--- src/rtl/seg7_decode.sv ---
// Debounced seven-segment pattern decoder: synchronizes seg, waits for a stable pattern, then locks hex/valid/blank/err.
// Optional error-lock counter enabled by defining SEG7_DECODE_ERRCNT_EN.
module seg7_decode #(
  parameter int STABLE_CYCLES = 4,
  parameter int ERR_W         = 8
) (
  input  logic             clk,
  input  logic             rst_n,
  input  logic [6:0]       seg,
  output logic [3:0]       hex,
  output logic             valid,
  output logic             blank,
  output logic             err,
  output logic             upd
`ifdef SEG7_DECODE_ERRCNT_EN
  ,
  output logic [ERR_W-1:0] err_cnt
`endif
);

  typedef enum logic {SETTLE, LOCKED} state_t;

  localparam logic [3:0] CNT_MAX = 4'(STABLE_CYCLES);
  localparam logic [3:0] LOCK_AT = 4'(STABLE_CYCLES - 1);

  state_t     state, state_nxt;
  logic [6:0] s1, p, p_prev;
  logic [2:0] sv;
  logic [3:0] cnt, cnt_nxt;
  logic [3:0] hex_nxt;
  logic       valid_nxt, blank_nxt, err_nxt, upd_nxt;
  logic       chg;
  logic [4:0] dec;

  // {legal, digit}; anything outside the table decodes as not legal
  function automatic logic [4:0] decode(input logic [6:0] pat);
    case (pat)
      7'h3F:   decode = 5'h10;
      7'h06:   decode = 5'h11;
      7'h5B:   decode = 5'h12;
      7'h4F:   decode = 5'h13;
      7'h66:   decode = 5'h14;
      7'h6D:   decode = 5'h15;
      7'h7D:   decode = 5'h16;
      7'h07:   decode = 5'h17;
      7'h7F:   decode = 5'h18;
      7'h6F:   decode = 5'h19;
      7'h77:   decode = 5'h1A;
      7'h7C:   decode = 5'h1B;
      7'h39:   decode = 5'h1C;
      7'h5E:   decode = 5'h1D;
      7'h7B:   decode = 5'h1E;
      7'h71:   decode = 5'h1F;
      default: decode = 5'h00;
    endcase
  endfunction

  // sv marks when p/p_prev hold real samples, so a fresh start always settles from scratch
  always_ff @(posedge clk or negedge rst_n) begin
    if (!rst_n) begin
      s1     <= '0;
      p      <= '0;
      p_prev <= '0;
      sv     <= '0;
    end else begin
      s1     <= seg;
      p      <= s1;
      p_prev <= p;
      sv     <= {sv[1:0], 1'b1};
    end
  end

  always_comb begin
    state_nxt = state;
    cnt_nxt   = cnt;
    hex_nxt   = hex;
    valid_nxt = valid;
    blank_nxt = blank;
    err_nxt   = err;
    upd_nxt   = 1'b0;
    dec       = decode(p);
    chg       = !sv[2] || (p != p_prev);
    if (chg) begin
      state_nxt = SETTLE;
      cnt_nxt   = '0;
      valid_nxt = 1'b0;
      blank_nxt = 1'b0;
      err_nxt   = 1'b0;
    end else begin
      if (cnt != CNT_MAX) cnt_nxt = cnt + 4'd1;
      // the counter reaches STABLE_CYCLES on this same edge, so the lock lands at S+3 edges
      if (state == SETTLE && cnt == LOCK_AT) begin
        state_nxt = LOCKED;
        if (dec[4]) begin
          hex_nxt   = dec[3:0];
          valid_nxt = 1'b1;
          upd_nxt   = (dec[3:0] != hex);
        end else if (p == 7'h00) begin
          blank_nxt = 1'b1;
        end else begin
          err_nxt   = 1'b1;
        end
      end
    end
  end

  always_ff @(posedge clk or negedge rst_n) begin
    if (!rst_n) begin
      state <= SETTLE;
      cnt   <= '0;
      hex   <= '0;
      valid <= 1'b0;
      blank <= 1'b0;
      err   <= 1'b0;
      upd   <= 1'b0;
    end else begin
      state <= state_nxt;
      cnt   <= cnt_nxt;
      hex   <= hex_nxt;
      valid <= valid_nxt;
      blank <= blank_nxt;
      err   <= err_nxt;
      upd   <= upd_nxt;
    end
  end

`ifdef SEG7_DECODE_ERRCNT_EN
  // err only rises from 0 on an illegal lock edge, since any change clears it first
  always_ff @(posedge clk or negedge rst_n) begin
    if (!rst_n) begin
      err_cnt <= '0;
    end else if (err_nxt && !err && (err_cnt != {ERR_W{1'b1}})) begin
      err_cnt <= err_cnt + 1'b1;
    end
  end
`endif

endmodule

--- config.mk ---
export PLATFORM = sky130hd
export DESIGN_NAME = seg7_decode
export DESIGN_NICKNAME = d
export VERILOG_FILES = /design/src/rtl/seg7_decode.sv
export SDC_FILE = /design/constraint.sdc
export NUM_CORES = 1
export LEC_CHECK = 0
export BUFFER_PORTS_ARGS = -buffer_cell sky130_fd_sc_hd__buf_2
export CAP_MARGIN = 20
export CORE_ASPECT_RATIO = 1.1
export CORE_MARGIN = 8
export CORE_UTILIZATION = 55
export DETAILED_ROUTE_END_ITERATION = 16
export GPL_ROUTABILITY_DRIVEN = 1
export PLACE_DENSITY = 0.75
export SYNTH_ARGS = -nofsm -noshare
export SYNTH_HDL_FRONTEND = slang
export SYNTH_SLANG_ARGS = --single-unit
--- constraint.sdc ---
create_clock -name clk -period 5.9 [get_ports clk]
set_clock_uncertainty 0.1 [all_clocks]
set_input_delay 0.885 -clock clk [delete_from_list [all_inputs] [get_ports clk]]
set_output_delay 0.885 -clock clk [all_outputs]
set_load 0.03 [all_outputs]
==> results of run 1 <==
-- kinds of logic after synthesis --
| group | Yosys count | synth area share, % |
|---|---|---|
| mux | 5 | 4.02 |
| compound gates | 24 | 9.41 |
| fa+ha+maj | 2 | 1.44 |
| xor+xnor | 12 | 6.04 |
| buf+inv | 15 | 4.67 |
| simple gates | 65 | 21.0 |
| other cells | 1 | 0.215 |
| flops | 37 | 53.2 |
-- worst reg2reg max path: stages, from the launching register on --
cell,delay (ps)
dfrtp_1,670
inv_1,170
nor4_1,320
o221ai_1,320
o2111ai_2,200
and3_1,380
mux2_4,330
-- power by group through the flow --
| stage | sequential, mW | clock [mW] | combinational [mW] |
|---|---|---|---|
| 6_report | 0.274 | 0.138 | 0.0256 |
| 5_1_grt | 0.276 | 0.154 | 0.0297 |
| 4_1_cts | 0.274 | 0.143 | 0.0263 |
| 3_5_place_dp | 0.279 | 0 | 0.0262 |
| 3_3_place_gp | 0.279 | 0 | 0.0257 |
| 2_1_floorplan | 0.270 | 0 | 0.0245 |
-- stage by stage --
| stage | std cells | hold slack, ps | instance area [µm²] | setup WS (ps) | power (mW) |
|---|---|---|---|---|---|
| 5_1_grt | 209 | 265 | 1870 | 3160 | 0.460 |
| 3_5_place_dp | 201 | 236 | 1800 | 3330 | 0.305 |
| 3_3_place_gp | 201 | 231 | 1800 | 3380 | 0.304 |
| 4_1_cts | 209 | 259 | 1870 | 3310 | 0.444 |
| 2_1_floorplan | 161 | 231 | 1740 | 3740 | 0.295 |
| 6_report | 209 | 253 | 1870 | 3300 | 0.438 |
-- final timing paths --
| check | from | to | cells after the start |
|---|---|---|---|
| setup / recovery | p[0] | hex[3] | 6 |
| hold / removal | s1[1] | p[1] | 0 |
| setup reg to reg | p[0] | hex[3] | 6 |
| hold reg to reg | s1[1] | p[1] | 0 |
| max in group asynchronous | rst_n | hex[0] | 1 |
| min in group asynchronous | rst_n | s1[4] | 1 |
-- placed cells by master (no fill, tap or decap), drive strengths merged, types with 2 or more instances in the layout --
cell type   n
nor4        3
o22ai       2
or4b        2
o21ai       3
inv         5
dfrtp      37
nand4b      2
nand2b      4
nor2       16
nand2       8
ha          2
or3b        3
clkinv      2
nor3b       3
a211oi      4
nand3       6
mux2        4
buf        16
a21oi       8
nand4       2
or4         2
nor3        5
clkbuf      6
nand3b      4
xor2        9
xnor2       3
nor2b       2
-- registers in the layout, indices dropped and copies added, names as in the netlist --
register / flops
state: 1
s1: 7
hex: 4
p_prev: 7
err: 1
upd: 1
blank: 1
p: 7
sv: 3
cnt: 4
valid: 1
-- area by class of cell --
| class | instances | area [µm²] |
|---|---|---|
| tap | 34 | 42.5 |
| timing repair buffer | 16 | 80.1 |
| clock buffer | 6 | 51.3 |
| sequential | 37 | 926 |
| inverter | 5 | 18.8 |
| fill | 252 | 1180 |
| multi-input combinational | 109 | 734 |
| clock inverter | 2 | 13.8 |
-- metal layers --
metal	wire length [µm]	share of wire, %
met1	1350	45
met3	100	3.3
met4	60	2.0
met5	0	0
met2	1510	50
==> results.txt, run 1 <==
worst path cell trace: inv_1 -> nor4_1 -> o221ai_1 -> o2111ai_2 -> and3_1 -> mux2_4
DR vias/cell: 5.85
Req. time, crit path: 6020 ps
fmax: 384 MHz
Die W: 69.7 µm
Post-CTS Resized: 0
DRC viols: 0
setup bufs post-CTS: 0
First-pass DRT Iterations: 4
count leader, synth: dfrtp_1
P_sw: 0.107 mW
site row count: 21
post-route setup TNS: 0 ps
data arrival time of the worst path: 2720 ps
initial antenna violation count: 0
Post-Syn Area: 1740 µm²
clk root buf: clkbuf_4
H-tree levels: 2
gr ovfl total: 0
R2R setup slack: 3300 ps
GRT met2 Usage: 21.1%
Initial Util: 57.1%
Reg clk slew, reported paths: 110 ps
number of synthesized flops with an enable pin: 0
clk buf depth: 2
Critical Path Source Type: flip-flop
Vias: 1222
Area growth syn-to-layout: 7.18%
gr busiest metal: met2
critical path class: flip-flop to flip-flop
max cap viols: 0
Placer Congestion: 0.884
vias in the first global route: 1177
Synth top cells by count: dfrtp_1, nor2_1, xor2_1
Pwr Density: 235 nW/µm²
first-pass GRT wire length: 5280 µm
all-layer global routing usage: 12.2%
sequential power share: 62.6%
Netlist cell types: 38
slowest cell on the critical path: dfrtp_1
WL/cell: 14.4 µm
max-slew violation count: 0
crit-path leading delay family: simple AND/OR/NAND/NOR gates
Final #Nets: 185
Mapped Avg Cell Area: 10.8 µm²
Routed WL: 3020 µm
I/O Buffers: 16
CTS hold repair buffers: 0
DIE AREA: 5230 µm²
Comb power frac: 5.9%
Top FF cell, synth: dfrtp_1
Cells after Synth: 161
Syn. warnings: 0
worst slew pin tran: 760 ps
grt met3 use: 3.03%
Setup crit end kind: flip-flop
grt met1 use: 14.2%
Iter 0 DRT Violations: 147
top cells by area, synth: dfrtp_1, xor2_1, mux2_4
internal power: 0.331 mW
leakage: 0.854 nW
Hold Path Class: flip-flop to flip-flop
Final Hold Fails: 0
largest net degree at the start of global routing: 38
final core utilization: 61.2%
die height: 75.0 µm
CTS Buf Count: 5
Clk Latency, worst-skew pair: 330 ps
Core ar.: 3050 µm²
Final Setup Violations: 0
post-synth top area share: 53.2%
share of layout cells above drive strength 1: 16.6%
clock network power share: 31.5%
largest area contributor in the netlist: dfrtp_1
CP Max Fanout: 17
Min Clock Period, post-route: 2600 ps
Diodes inserted: 0
post-route ant nets: 0
Sw Share: 24.4%
clock tree from TritonCTS: done
CP bufs+invs: 1
slew margin rel.: 49.3%
status: finished, final reports clean
period utilization: 44.1%
CP peak stage delay: 670 ps
Async SR Flop Fraction: 100%
RSZ-0062 raised after global routing: false
VDD IR max: 0.000197 V
post-DP HPWL: 2170 µm
syn_nets: 172
Top Ports: 17
sequential element share of the synthesized area: 53.2%
#FFs+latches synth: 37
Sink Count: 37
No activity file was read; power rests on OpenSTA's default activity.
==> run 2, diff against run 1 <==
==> constraint.sdc (replaced) <==
create_clock -name clk -period 2.55 [get_ports clk]
set_clock_uncertainty 0.1 [all_clocks]
set_input_delay 0.3825 -clock clk [delete_from_list [all_inputs] [get_ports clk]]
set_output_delay 0.3825 -clock clk [all_outputs]
set_load 0.03 [all_outputs]
==> run 2 against run 1 <==
Register-to-register slack worse by 3200 ps. Total power rose to 2.5 times the previous value. Critical path depth unchanged. Combinational power rose to 3.0 times the previous value. Fmax up 7.0%. Final cell count up 3.3%.
==> results.txt, run 2 (synthesis results as in run 1) <==
status: finished, final reports clean
Pwr Density: 567 nW/µm² (+140%)
CTS Buf Count: 5 (unchanged)
RR Endpoint: hex[0]
data arrival time of the worst path: 2550 ps (-170 ps)
Vias: 1256 (+2.8%)
vias in the first global route: 1266 (+7.6%)
Critical Path Sink: hex[0]
Initial Util: 57.1% (unchanged)
First-pass DRT Iterations: 4 (unchanged)
clk root buf: clkbuf_4
initial antenna violation count: 0 (unchanged)
all-layer global routing usage: 13.5% (+1.3 points)
Top Ports: 17 (unchanged)
Post-CTS Resized: 0 (unchanged)
Sink Count: 37 (unchanged)
worst slew pin tran: 782 ps (+21.8 ps)
first-pass GRT wire length: 5590 µm (+5.9%)
CP peak stage delay: 520 ps (-150 ps)
WL/cell: 15.0 µm (+3.6%)
DR vias/cell: 5.81 (-0.55%)
R2R setup slack: 120 ps (-3180 ps)
share of layout cells above drive strength 1: 20.3% (+3.8 points)
slack of the critical path: 119 ps (-3180 ps)
Final #Nets: 192 (+3.8%)
CTS hold repair buffers: 0 (unchanged)
clk buf depth: 2 (unchanged)
pre-CTS setup slack: 120 ps (-3210 ps)
top flop regs: p x7, p_prev x7, s1 x7
max cap viols: 0 (unchanged)
Final Hold Fails: 0 (unchanged)
post-route ant nets: 0 (unchanged)
H-tree levels: 2 (unchanged)
gr ovfl total: 0 (unchanged)
CP startpoint: p[5]
worst r2r path cells: 6 (unchanged)
Die W: 69.7 µm (unchanged)
critical path class: flip-flop to flip-flop
slew margin rel.: 47.9% (-1.5 points)
Placer Congestion: 1.02 (+15%)
Area growth syn-to-layout: 11.2%
r2r startpoint: p[5]
Min Clock Period, post-route: 2430 ps (-171 ps)
commonest non-fill, non-tap cell in the layout: dfrtp_1
slowest cell on the critical path: dfrtp_1
setup bufs post-CTS: 0 (unchanged)
Critical Path Source Type: flip-flop
max-slew violation count: 0 (unchanged)
Clk Latency, worst-skew pair: 340 ps (about the same)
post-route setup TNS: 0 ps (unchanged)
commonest cells after routing, fill and taps aside: dfrtp_1, nor2_1, buf_2, xor2_1
Hold Path Class: input pin to asynchronous set/reset pin
clock tree from TritonCTS: done
I/O Buffers: 16 (unchanged)
site row count: 21 (unchanged)
Setup crit end kind: flip-flop
Iter 0 DRT Violations: 119 (-19%)
fmax: 411 MHz (+7.0%)
CP Max Fanout: 13 (-4)
leakage: 0.889 nW (+4.1%)
Core ar.: 3050 µm² (unchanged)
DIE AREA: 5230 µm² (unchanged)
period utilization: 95.3% (+51 points)
Routed WL: 3230 µm (+7.1%)
die height: 75.0 µm (unchanged)
largest net degree at the start of global routing: 38 (unchanged)
DRC viols: 0 (unchanged)
Req. time, crit path: 2670 ps (-3350 ps)
Reg clk slew, reported paths: 110 ps (about the same)
RSZ-0062 raised after global routing: false
VDD IR max: 0.000486 V (+150%)
Final Setup Violations: 0 (unchanged)
Diodes inserted: 0 (unchanged)
fillers: 253 (+0.40%)
worst path cell trace: or3b_1 -> a21oi_1 -> o221ai_1 -> o2111ai_2 -> and3_1 -> mux2_4
post-DP HPWL: 2310 µm (+6.4%)
==> run 2: how the worst min path moves through the flow <==
stage	to	start	slack (ps)	cells past startpoint
after floorplan	blank	rst_n	-10	0
after global placement	p[2]	s1[2]	230	0
after detailed placement	p[2]	s1[2]	230	0
after CTS	s1[5]	seg[5]	20	1
after global routing	s1[5]	seg[5]	5	1
final	s1[5]	rst_n	6	1
==> run 2: where the power goes <==
group	total (mW)	switching (mW)	internal, mW
clock	0.394	0.185	0.209
sequential	0.626	0.0207	0.606
combinational	0.0773	0.0445	0.0328
==> run 2: metrics by stage <==
step / total power, mW / hold slack [ps] / cell area (µm²) / utilization [%] / instances
2_1_floorplan: 0.682 / -13.1 / 1740 / - / 161
3_3_place_gp: 0.710 / 232 / 1850 / 60.8 / 208
3_5_place_dp: 0.715 / 235 / 1850 / 60.8 / 208
4_1_cts: 1.11 / 24.8 / 1930 / 63.5 / 216
5_1_grt: 1.15 / 4.90 / 1940 / 63.5 / 216
6_report: 1.10 / 6.42 / 1940 / 63.5 / 216
==> run 2: layout make-up <==
class | instances | area [µm²] | share of cell area, %
clock inverters | 2 | 38.8 | 2.00
flip-flops and latches | 37 | 928 | 47.9
multi-input cells | 109 | 734 | 37.9
well taps | 34 | 42.5 | 2.20
clock buffers | 6 | 41.3 | 2.13
repair buffers | 23 | 133 | 6.85
inverters | 5 | 18.8 | 0.969
==> run 2: layer usage <==
metal	global-route usage, %	part of all wire (%)	vias up
met5	0	0	-
met4	7.37	2.2	0
met3	4.22	4.8	8
met2	23.0	51	33
met1	15.1	42	607
li1	-	-	608
==> run 2: critical path: cells and delay by family, from the launching register on <==
family	cells	cell delay [ps]
and+or+nand+nor	2	790
AOI/OAI and AO/OA	3	570
DFF	1	520
muxes	1	330
==> run 3, diff against run 2 <==
--- a/config.mk
+++ b/config.mk
@@ -5,6 +5,7 @@
 export SDC_FILE = /design/constraint.sdc
 export NUM_CORES = 1
 export LEC_CHECK = 0
+export ABC_AREA = 1
 export BUFFER_PORTS_ARGS = -buffer_cell sky130_fd_sc_hd__buf_2
 export CAP_MARGIN = 20
 export CORE_ASPECT_RATIO = 1.1
==> run 3 against run 2 <==
Design area down 1.6%. First-iteration DRC count is 62% lower. Register-to-register slack gained 730 ps. Sequential cell count did not move. Sequential share of layout area rose by 0.66 points. Count of clock-buffer cells in the layout rose by 1. Non-clock buffer count down 7. Sequential power is 1% lower. Worst setup slack improved by 730 ps. Final cell count rose by 17%. Global-route usage rose by 0.75 points.
==> results.txt, run 3 <==
worst path cell trace: xnor2_1 -> nand2_1 -> nor3_2 -> nand2_2 -> nor2_4 -> nand2_4 -> nand2_1 -> nand2_1
Syn. warnings: 0 (unchanged)
top flop regs: p x7, p_prev x7, s1 x7
share of layout cells above drive strength 1: 22.0% (+1.7 points)
DRC viols: 0 (unchanged)
post-route ant nets: 0 (unchanged)
Iter 0 DRT Violations: 45 (-62%)
CTS hold repair buffers: 0 (unchanged)
vias in the first global route: 1368 (+8.1%)
clock tree from TritonCTS: done
Final #Nets: 228 (+19%)
crit-path leading delay family: simple AND/OR/NAND/NOR gates
Mapped Avg Cell Area: 8.75 µm² (-19%)
Post-CTS Resized: 0 (unchanged)
Vias: 1258 (+0.16%)
Sink Count: 37 (unchanged)
commonest non-fill, non-tap cell in the layout: nand2_1
Async SR Flop Fraction: 100% (unchanged)
worst slew pin tran: 767 ps (-14.3 ps)
Top Ports: 17 (unchanged)
site row count: 21 (unchanged)
RSZ-0062 raised after global routing: false
post-DP HPWL: 2320 µm (+0.85%)
Netlist cell types: 25 (-34%)
DIE AREA: 5120 µm² (-2.0%)
Initial Util: 56.7% (-0.46 points)
syn_nets: 205 (+19%)
I/O Buffers: 16 (unchanged)
Clk Latency, worst-skew pair: 340 ps (about the same)
Cells after Synth: 194 (+20%)
Min Clock Period, post-route: 1700 ps (-728 ps)
R2R setup slack: 850 ps (+730 ps)
Routed WL: 3020 µm (-6.6%)
fmax: 587 MHz (+43%)
max cap viols: 0 (unchanged)
Top FF cell, synth: dfrtp_1
CTS Buf Count: 5 (unchanged)
Core ar.: 3000 µm² (-1.7%)
commonest cells after routing, fill and taps aside: nand2_1, dfrtp_1, nor2_1, inv_1, buf_2
Final Setup Violations: 0 (unchanged)
gr ovfl total: 0 (unchanged)
period utilization: 66.8% (-29 points)
Area growth syn-to-layout: 12.2%
Critical Path Source Type: flip-flop
Die W: 69.0 µm (-0.98%)
Placer Congestion: 0.888 (-13%)
largest area contributor in the netlist: dfrtp_1
pre-CTS setup slack: 847 ps (+727 ps)
all-layer global routing usage: 14.3% (+0.75 points)
Reg clk slew, reported paths: 110 ps (about the same)
number of synthesized flops with an enable pin: 0 (unchanged)
CP bufs+invs: 0 (unchanged)
Critical Path Most Common Cell: nand2_1
clk root buf: clkbuf_4
VDD IR max: 0.000528 V (+8.6%)
H-tree levels: 2 (unchanged)
Hold Path Class: input pin to asynchronous set/reset pin
Diodes inserted: 0 (unchanged)
Pwr Density: 580 nW/µm² (+2.3%)
#FFs+latches synth: 37 (unchanged)
status: finished, final reports clean
CP peak stage delay: 470 ps (-50 ps)
Synth top cells by count: nand2_1, dfrtp_1, nor2_1
die height: 74.3 µm (-0.99%)
WL/cell: 12.0 µm (-20%)
Post-Syn Area: 1700 µm² (-2.5%)
Req. time, crit path: 2690 ps (+20 ps)
setup bufs post-CTS: 0 (unchanged)
slew margin rel.: 48.8% (+0.95 points)
initial antenna violation count: 0 (unchanged)
slowest cell on the critical path: dfrtp_1
sequential element share of the synthesized area: 54.5% (+1.4 points)
post-synth top area share: 54.5% (+1.4 points)
CP Max Fanout: 8 (-5)
data arrival time of the worst path: 1840 ps (-710 ps)
clk buf depth: 2 (unchanged)
count leader, synth: nand2_1
First-pass DRT Iterations: 4 (unchanged)
Setup crit end kind: flip-flop
top cells by area, synth: dfrtp_1, nand2_1, nor2_1
slack of the critical path: 847 ps (+728 ps)
max-slew violation count: 0 (unchanged)
post-route setup TNS: 0 ps (unchanged)
critical path class: flip-flop to flip-flop
Final Hold Fails: 0 (unchanged)
DR vias/cell: 4.99 (-14%)
first-pass GRT wire length: 5550 µm (-0.63%)
leakage: 0.998 nW (+12%)
largest net degree at the start of global routing: 38 (unchanged)
==> run 3: routing by layer <==
layer / vias up / GRT usage, % / wire length, µm
li1: 642 / - / -
met1: 588 / 15.0 / 1270
met2: 24 / 24.5 / 1590
met3: 4 / 4.97 / 118
met4: 0 / 6.92 / 38
met5: - / 0 / 0
==> run 3: through the flow <==
stage                     std cells  utilization, %  total power [mW]  hold slack, ps  instance area, µm²
after floorplan                 194               -             0.672           -13.1                1700
after global placement          244            60.8             0.697             232                1820
final                           252            63.6              1.11            10.8                1910
after CTS                       252            63.6              1.12            29.8                1910
after detailed placement        244            60.8             0.699             235                1820
after global routing            252            63.6              1.15            17.7                1910
==> run 3: worst paths after layout <==
| kind | start | to | cells after the start |
|---|---|---|---|
| max | p[6] | hex[2] | 8 |
| min reg2reg | sv[1] | sv[2] | 0 |
| max reg2reg | p[6] | hex[2] | 8 |
| max in group asynchronous | rst_n | cnt[0] | 1 |
| min | rst_n | s1[4] | 1 |
| min in group clk | seg[0] | s1[0] | 1 |
==> run 3: cell families (layout without fill, tap and decap cells) <==
kind of cell,count (synthesis),count (layout),synth area share (%)
AOI/OAI and AO/OA,12,12,3.98
xor gates and xnor gates,5,5,2.58
adders and majority gates,2,2,1.47
buffers and inverters,22,46,4.86
DFF,37,37,54.5
other,1,1,0.221
and+or+nand+nor,115,115,32.4
==> run 3: power breakdown <==
part	internal (mW)	leakage (nW)	total (mW)	switching, mW
Clock	0.234	0.0455	0.418	0.184
Sequential	0.606	0.461	0.620	0.0141
Combinational	0.0218	0.491	0.0671	0.0453
==> run 3: final cells by class <==
cell class	count	area (µm²)
fill	257	1090
timing repair buffer	16	80.1
sequential	37	926
clock buffer	7	55.1
multi-input combinational	135	689
tap	34	42.5
clock inverter	1	30.0
inverter	22	82.6
